[src/rtl/latency_pkg.sv]
// Shared types and helpers for the multi-channel latency monitor.
// Optional feature macro used by the design files: LATENCY_PEAK_EN.
package latency_pkg;

    typedef enum logic {
        RUN    = 1'b0,
        FROZEN = 1'b1
    } state_e;

    function automatic int chw(input int n);
        if (n > 1) return $clog2(n);
        else       return 1;
    endfunction

    function automatic int ow(input int max_out);
        return $clog2(max_out + 1);
    endfunction

    // All-ones value of a w-bit counter, carried in 64 bits (w <= 63).
    function automatic logic [63:0] sat_lim(input int w);
        return (64'd1 << w) - 64'd1;
    endfunction

    function automatic logic [63:0] sat_add(input logic [63:0] a, input logic [63:0] b, input int w);
        logic [64:0] s;
        s = {1'b0, a} + {1'b0, b};
        if (s > {1'b0, sat_lim(w)}) return sat_lim(w);
        else                        return s[63:0];
    endfunction

    // True when a non-zero increment drives the counter onto its ceiling.
    function automatic logic sat_hit(input logic [63:0] a, input logic [63:0] b, input int w);
        return (b != 64'd0) && (({1'b0, a} + {1'b0, b}) >= {1'b0, sat_lim(w)});
    endfunction

endpackage

[src/rtl/latency_chan.sv]
// One channel of the latency monitor: outstanding count, issue count, aggregate latency.
// LATENCY_PEAK_EN adds a per-channel peak outstanding register.
module latency_chan
    import latency_pkg::*;
#(
    parameter int W       = 32,
    parameter int MAX_OUT = 15,
    parameter int OW      = 4
) (
    input  logic          clk,
    input  logic          rst,
    input  logic          issue,
    input  logic          retire,
    input  logic          clear,
    input  logic          run,
    output logic [OW-1:0] outstanding_r,
    output logic [W-1:0]  issue_cnt_r,
    output logic [W-1:0]  aggregate_r,
`ifdef LATENCY_PEAK_EN
    output logic [OW-1:0] peak_r,
`endif
    output logic          accept_s,
    output logic          underflow_s,
    output logic          overflow_s,
    output logic          sat_s
);

    logic [OW-1:0] out_next_s;
    logic          count_s;

    assign count_s = run && !clear;

    // Outstanding next value and the accept/error pulses for this edge.
    always_comb begin
        accept_s    = 1'b0;
        underflow_s = 1'b0;
        overflow_s  = 1'b0;
        out_next_s  = outstanding_r;
        if (issue && !retire) begin
            if (outstanding_r == OW'(MAX_OUT)) begin
                overflow_s = 1'b1;
            end else begin
                accept_s   = 1'b1;
                out_next_s = outstanding_r + OW'(1'b1);
            end
        end else if (retire && !issue) begin
            if (outstanding_r == '0) begin
                underflow_s = 1'b1;
            end else begin
                out_next_s = outstanding_r - OW'(1'b1);
            end
        end else if (issue && retire) begin
            accept_s = 1'b1;
        end else begin
            accept_s = 1'b0;
        end
    end

    // Saturation event only counts when the increment would actually be applied.
    always_comb begin
        sat_s = 1'b0;
        if (count_s) begin
            sat_s = (accept_s && sat_hit(64'(issue_cnt_r), 64'd1, W)) ||
                    sat_hit(64'(aggregate_r), 64'(outstanding_r), W);
        end else begin
            sat_s = 1'b0;
        end
    end

    // Channel state; aggregate adds the pre-update outstanding value.
    always_ff @(posedge clk) begin
        if (rst) begin
            outstanding_r <= '0;
            issue_cnt_r   <= '0;
            aggregate_r   <= '0;
        end else begin
            outstanding_r <= out_next_s;
            if (clear) begin
                issue_cnt_r <= '0;
                aggregate_r <= '0;
            end else if (run) begin
                if (accept_s) issue_cnt_r <= W'(sat_add(64'(issue_cnt_r), 64'd1, W));
                aggregate_r <= W'(sat_add(64'(aggregate_r), 64'(outstanding_r), W));
            end
        end
    end

`ifdef LATENCY_PEAK_EN
    // Peak tracks the post-update outstanding value while running.
    always_ff @(posedge clk) begin
        if (rst || clear) begin
            peak_r <= '0;
        end else if (run && (out_next_s > peak_r)) begin
            peak_r <= out_next_s;
        end
    end
`endif

endmodule

[src/rtl/latency_mc.sv]
// Multi-channel issue/retire latency monitor: FSM, totals, readback mux, sticky flags.
// Define LATENCY_PEAK_EN to add the per-channel peak_out_r output.
module latency_mc
    import latency_pkg::*;
#(
    parameter  int W       = 32,
    parameter  int NCH     = 4,
    parameter  int MAX_OUT = 15,
    localparam int OW      = ow(MAX_OUT),
    localparam int CHW     = chw(NCH)
) (
    input  logic              clk,
    input  logic              rst,
    input  logic [NCH-1:0]    issue,
    input  logic [NCH-1:0]    retire,
    input  logic              clear,
    input  logic              freeze,
    input  logic [CHW-1:0]    rd_ch,
    output logic [W-1:0]      issue_cnt_r,
    output logic [W-1:0]      aggregate_cnt_r,
    output logic [NCH*OW-1:0] outstanding_r,
    output logic [W-1:0]      rd_issue_cnt_r,
    output logic [W-1:0]      rd_aggregate_r,
    output logic              frozen_r,
`ifdef LATENCY_PEAK_EN
    output logic [NCH*OW-1:0] peak_out_r,
`endif
    output logic              err_underflow_r,
    output logic              err_overflow_r,
    output logic              sat_r
);

    localparam int PCW  = $clog2(NCH + 1);
    localparam int SUMW = OW + $clog2(NCH + 1);

    state_e            state_r, next_s;
    logic              run_s;
    logic [W-1:0]      chan_issue_s [NCH];
    logic [W-1:0]      chan_agg_s   [NCH];
    logic [NCH-1:0]    acc_s, uf_s, of_s, csat_s;
    logic [PCW-1:0]    pop_s;
    logic [SUMW-1:0]   sum_s;
    logic              tot_sat_s;

    assign run_s = (state_r == RUN);

    for (genvar c = 0; c < NCH; c++) begin : g_chan
        latency_chan #(.W(W), .MAX_OUT(MAX_OUT), .OW(OW)) u_chan (
            .clk           (clk),
            .rst           (rst),
            .issue         (issue[c]),
            .retire        (retire[c]),
            .clear         (clear),
            .run           (run_s),
            .outstanding_r (outstanding_r[c*OW +: OW]),
            .issue_cnt_r   (chan_issue_s[c]),
            .aggregate_r   (chan_agg_s[c]),
`ifdef LATENCY_PEAK_EN
            .peak_r        (peak_out_r[c*OW +: OW]),
`endif
            .accept_s      (acc_s[c]),
            .underflow_s   (uf_s[c]),
            .overflow_s    (of_s[c]),
            .sat_s         (csat_s[c])
        );
    end

    // Run/freeze next-state logic.
    always_comb begin
        next_s = state_r;
        case (state_r)
            RUN:     if (freeze) next_s = FROZEN; else next_s = RUN;
            FROZEN:  if (freeze) next_s = FROZEN; else next_s = RUN;
            default: next_s = RUN;
        endcase
    end

    // State register with frozen_r registered alongside it.
    always_ff @(posedge clk) begin
        if (rst) begin
            state_r  <= RUN;
            frozen_r <= 1'b0;
        end else begin
            state_r  <= next_s;
            frozen_r <= (next_s == FROZEN);
        end
    end

    // Cross-channel accepted-issue popcount and outstanding sum, widened to never overflow.
    always_comb begin
        pop_s = '0;
        sum_s = '0;
        for (int c = 0; c < NCH; c++) begin
            pop_s = pop_s + PCW'(acc_s[c]);
            sum_s = sum_s + SUMW'(outstanding_r[c*OW +: OW]);
        end
        if (run_s && !clear) begin
            tot_sat_s = sat_hit(64'(issue_cnt_r), 64'(pop_s), W) ||
                        sat_hit(64'(aggregate_cnt_r), 64'(sum_s), W);
        end else begin
            tot_sat_s = 1'b0;
        end
    end

    // Totals and sticky flags; clear wins over any event in the same cycle.
    always_ff @(posedge clk) begin
        if (rst || clear) begin
            issue_cnt_r     <= '0;
            aggregate_cnt_r <= '0;
            err_underflow_r <= 1'b0;
            err_overflow_r  <= 1'b0;
            sat_r           <= 1'b0;
        end else begin
            if (run_s) begin
                issue_cnt_r     <= W'(sat_add(64'(issue_cnt_r), 64'(pop_s), W));
                aggregate_cnt_r <= W'(sat_add(64'(aggregate_cnt_r), 64'(sum_s), W));
            end
            if (|uf_s) err_underflow_r <= 1'b1;
            if (|of_s) err_overflow_r  <= 1'b1;
            if ((|csat_s) || tot_sat_s) sat_r <= 1'b1;
        end
    end

    // Readback of the selected channel; out-of-range selects read as zero.
    always_ff @(posedge clk) begin
        if (rst) begin
            rd_issue_cnt_r <= '0;
            rd_aggregate_r <= '0;
        end else if (int'(rd_ch) < NCH) begin
            rd_issue_cnt_r <= chan_issue_s[rd_ch];
            rd_aggregate_r <= chan_agg_s[rd_ch];
        end else begin
            rd_issue_cnt_r <= '0;
            rd_aggregate_r <= '0;
        end
    end

endmodule

[config.mk]
export PLATFORM = sky130hd
export DESIGN_NAME = latency_mc
export DESIGN_NICKNAME = d
export VERILOG_FILES = /design/src/rtl/latency_pkg.sv /design/src/rtl/latency_chan.sv /design/src/rtl/latency_mc.sv
export SDC_FILE = /design/constraint.sdc
export NUM_CORES = 1
export LEC_CHECK = 0
export ABC_AREA = 1
export CELL_PAD_IN_SITES_DETAIL_PLACEMENT = 1
export CELL_PAD_IN_SITES_GLOBAL_PLACEMENT = 2
export CORE_MARGIN = 8
export CORE_UTILIZATION = 30
export CTS_BUF_LIST = sky130_fd_sc_hd__clkbuf_4 sky130_fd_sc_hd__clkbuf_8
export DETAILED_ROUTE_END_ITERATION = 10
export PLACE_DENSITY_LB_ADDON = 0.1
export SETUP_SLACK_MARGIN = 0.2
export SLEW_MARGIN = 15
export SYNTH_ARGS = -nofsm -noshare
export SYNTH_HDL_FRONTEND = slang
export SYNTH_HIERARCHICAL = 1
export SYNTH_SLANG_ARGS = --single-unit
[constraint.sdc]
create_clock -name clk -period 4.3 [get_ports clk]
set_input_delay 0.86 -clock clk [delete_from_list [all_inputs] [get_ports clk]]
set_output_delay 0.86 -clock clk [all_outputs]
set_load 0.005 [all_outputs]
==> results.toml <==
[flow_run]
cap_violations = 0

[floorplanning]
fp.dieW_um = 333
die_h_um = 333
initial_core_util_pct = 30.2
core-area_um2 = 99900
row_count = 116
ios = 162
dieArea_um2 = 111000

[run_status]
violations = "setup timing"
status = "complete, but fails checks"

[routing]
drc = 0
first_iter_violations = 1584
viasPerCell = 5.03
firstDrtPassIters = 5
vias = 33900
wl_um = 133000
wire_per_inst_um = 19.7
antenna_left = 0

[power_and_ir_drop]
total_power_mw = 12.7
pwr_density_cell_nw_per_um2 = 343
ir_drop_v = 0.000325
leakage_nw = 15.0

[layout]
stdcell_count = 6736
fin_util_pct = 37.1
nFillCells = 13100
fin_area_um2 = 37100
drive_above_1_share_pct = 14.0
fin_nets = 5454
area_growth_pct = 22.9

[critical_path]
crit_path_end_kind = "register"
rr_endpoint = "sat_r$_SDFFE_PP0P_"
cp_cell_sequence = "inv_1, fa_1, fa_1, inv_2, fa_2, ha_1, nand2_1, nand2_1, nand2_1, nand2_1, nand2_1, nand4_1, nand2_1, nand2_1, nor2_2, nand3_1, nor2_2, nand3_2, nand2_2, nand2_2, nand2_1, nand2_1, a21oi_2"
crit_path_max_incr_delay_ns = 0.62
critPathTopFamily = "adder cells"
ff2ff_setup_slack_ns = -0.05
r2r-start = "g_chan[2].u_chan/outstanding_r[2]$_SDFFE_PP0P_"
critPathKind = "reg2reg"
required_ns = 4.96
reg2regPathDepth = 23
cpMostUsedCell = "nand2_1"
startpoint_type = "register"
cp_num_cells = 23
critPathArrivalTime_ns = 5.01
critPathBufInv = 2
critical_path.max_fanout = 7
critPathSlowestCell = "fa_2"

[sta]
min_period_ns = 4.35
rsz0062_at_grt = "true"
tightest_slew_ns = 1.15
relSlewSlack_pct = 23.4
fin_skew_ns = 0.0437
report.final.slew_viol_count = 0
hold_violations = 0
clock.fmax_mhz = 230
finalCritPeriodShare_pct = 101
setup_viol = 1
setup_ws_ns = -0.0459
tns_ns = -0.0459

[logic_synthesis]
syn_area_um2 = 30200
synth_edf_count = 0
ys_ff_latch = 404
synthDistinctLibCells = 43
yosysWarnings = 6
synth_cells = 5037
syn_area_per_cell_um2 = 5.99
synth_area_leaders = "dfxtp_1 27%, nand2_1 17%, nor2_1 12%, inv_1 7.7%, nand3_1 5.8%"
yosysTopAreaCellShare_pct = 26.8
synthArstFlopShare_pct = 0
ys_seq_area_share_pct = 26.8
yosysTopAreaCell = "dfxtp_1"
synth_ff_type = "dfxtp_1"
synthesis.nets = 5130

[placed_design]
io_buffers = 161
dp.cells = 6542
placed_cell_area_um2 = 34300
gp_congestion = 0.875
dp_hpwl_um = 102000

[clock_network]
cts_tree = "built"
path_clk_slew_ns = 0.06
worstSkewPairLatency_ns = 0.74
cts-buffers-inserted = 86
cts_buffer_depth = 3
cts-root-buf = "clkbuf_8"
holdBufCountCts = 0
clock_sinks = 404
htree_levels = 3

[global_routing]
grt_pass1_wl_um = 204000
grtUsageTotal_pct = 22.9
antenna_found_initial = 1
grt_max_degree = 129
overflow = 0
grt_pass1_vias = 34200

[worst_hold_path]
min_delay_path_depth = 2
min_to = "err_underflow_r$_SDFFE_PP0P_"
min-delay-path-class = "reg2reg"
min_from = "err_underflow_r$_SDFFE_PP0P_"
## cells in the final DEF (no fill, tap or decap), drive strengths merged, types with 18 or more instances in the layout
| cell | synthesis | routed |
|---|---|---|
| nor3 | 45 | 45 |
| o21ai | 346 | 346 |
| o221ai | 61 | 61 |
| nand4 | 59 | 59 |
| fa | 19 | 19 |
| clkbuf | 100 | 132 |
| clkdlybuf4s50 | 0 | 152 |
| a21oi | 304 | 304 |
| ha | 60 | 60 |
| nand3b | 18 | 18 |
| o211ai | 20 | 20 |
| nor2 | 992 | 992 |
| buf | 44 | 217 |
| a221oi | 55 | 55 |
| a31oi | 23 | 23 |
| inv | 631 | 630 |
| dfxtp | 404 | 404 |
| xor2 | 63 | 63 |
| clkinv | 9 | 29 |
| nand2 | 1363 | 1363 |
| nand3 | 353 | 353 |
## worst min-delay path: cells and delay by family, from the launching register on
kind                   cells  cell delay [ns]
AOI/OAI and AO/OA          1             0.08
buffers and inverters      1             0.04
DFF                        1             0.33
## metrics by stage
step | setup slack (ns) | hold WS [ns]
finish | -0.0459 | 0.481
global route | -0.320 | 0.514
CTS | -0.0733 | 0.483
floorplan | 0.204 | 0.465
detailed placement | -1.02 | 0.466
global placement | -0.952 | 0.457
## cells in the mapped netlist, types with 41 or more instances
master,number
a21oi_1,183
a21oi_2,121
a221oi_1,43
clkbuf_1,100
dfxtp_1,404
ha_1,60
inv_1,616
nand2_1,1329
nand3_1,351
nand4_1,58
nor2_1,941
nor3_1,41
o21ai_0,344
o221ai_1,61
xor2_1,63
## power by group
part	internal (mW)	total [mW]	switching, mW
Sequential	3.96	4.26	0.294
Combinational	1.58	3.70	2.12
Clock	2.73	4.77	2.04
Total	8.28	12.7	4.45
## area by class of cell
| type | instances | area [um^2] | share of cell area, % |
|---|---|---|---|
| repair inverters | 1 | 7.51 | 0.0203 |
| multi-input cells | 3852 | 19600 | 52.9 |
| flip-flops and latches | 404 | 8100 | 21.9 |
| clock inverters | 30 | 269 | 0.726 |
| inverters | 640 | 2410 | 6.50 |
| repair buffers | 376 | 3350 | 9.04 |
| diodes | 4 | 10.0 | 0.0270 |
| clock buffers | 131 | 1670 | 4.51 |
| well taps | 1298 | 1620 | 4.38 |
## registers in the layout (all words and copies together), names as in the netlist
register and count:
g_chan.u_chan/aggregate_r 128, g_chan.u_chan/issue_cnt_r 128, aggregate_cnt_r 32, issue_cnt_r 32, rd_aggregate_r 32, rd_issue_cnt_r 32, g_chan.u_chan/outstanding_r 16, err_overflow_r 1
err_underflow_r 1, sat_r 1, state_r 1
## metal layers
layer  routed length [um]  global-route usage [%]  vias to the layer above  share of wire, %
met3                 4290                    2.93                      159               3.2
li1                     -                       -                    17000                 -
met1                65200                    31.6                    16300                49
met2                59800                    37.7                      490                45
met4                 3270                    5.55                        0               2.5
met5                    0                       0                        -                 0
## logic make-up (layout without fill, tap and decap cells)
group / Yosys count / count (layout) / synth area share (%)
AO/OA/AOI/OAI: 834 / 834 / 17.6
AND/OR/NAND/NOR: 2861 / 2864 / 39.5
buffers and inverters: 784 / 1178 / 10.2
adder cells (fa/ha/maj): 79 / 79 / 3.75
XOR/XNOR: 75 / 75 / 2.18
other: 0 / 4 / 0
flip-flops: 404 / 404 / 26.8
## how the worst max path moves through the flow
stage                                                              start                           end  slack, ns
after global routing      g_chan[1].u_chan/outstanding_r[1]$_SDFFE_PP0P_            sat_r$_SDFFE_PP0P_      -0.32
after floorplan                                                retire[0]  issue_cnt_r[19]$_SDFFE_PP0N_       0.20
after detailed placement                                        issue[0]            sat_r$_SDFFE_PP0P_      -1.02
final                     g_chan[2].u_chan/outstanding_r[2]$_SDFFE_PP0P_            sat_r$_SDFFE_PP0P_      -0.05
after global placement                                         retire[0]            sat_r$_SDFFE_PP0P_      -0.95
after CTS                 g_chan[2].u_chan/outstanding_r[1]$_SDFFE_PP0P_            sat_r$_SDFFE_PP0P_      -0.07
## repair_timing
action	in CTS	in global routing
setup buffers	6	18
gates resized for setup	86	73
endpoints found under the setup margin	65	65
gates cloned	3	2
pin swaps	35	29
(Power assumes the default switching activity.)
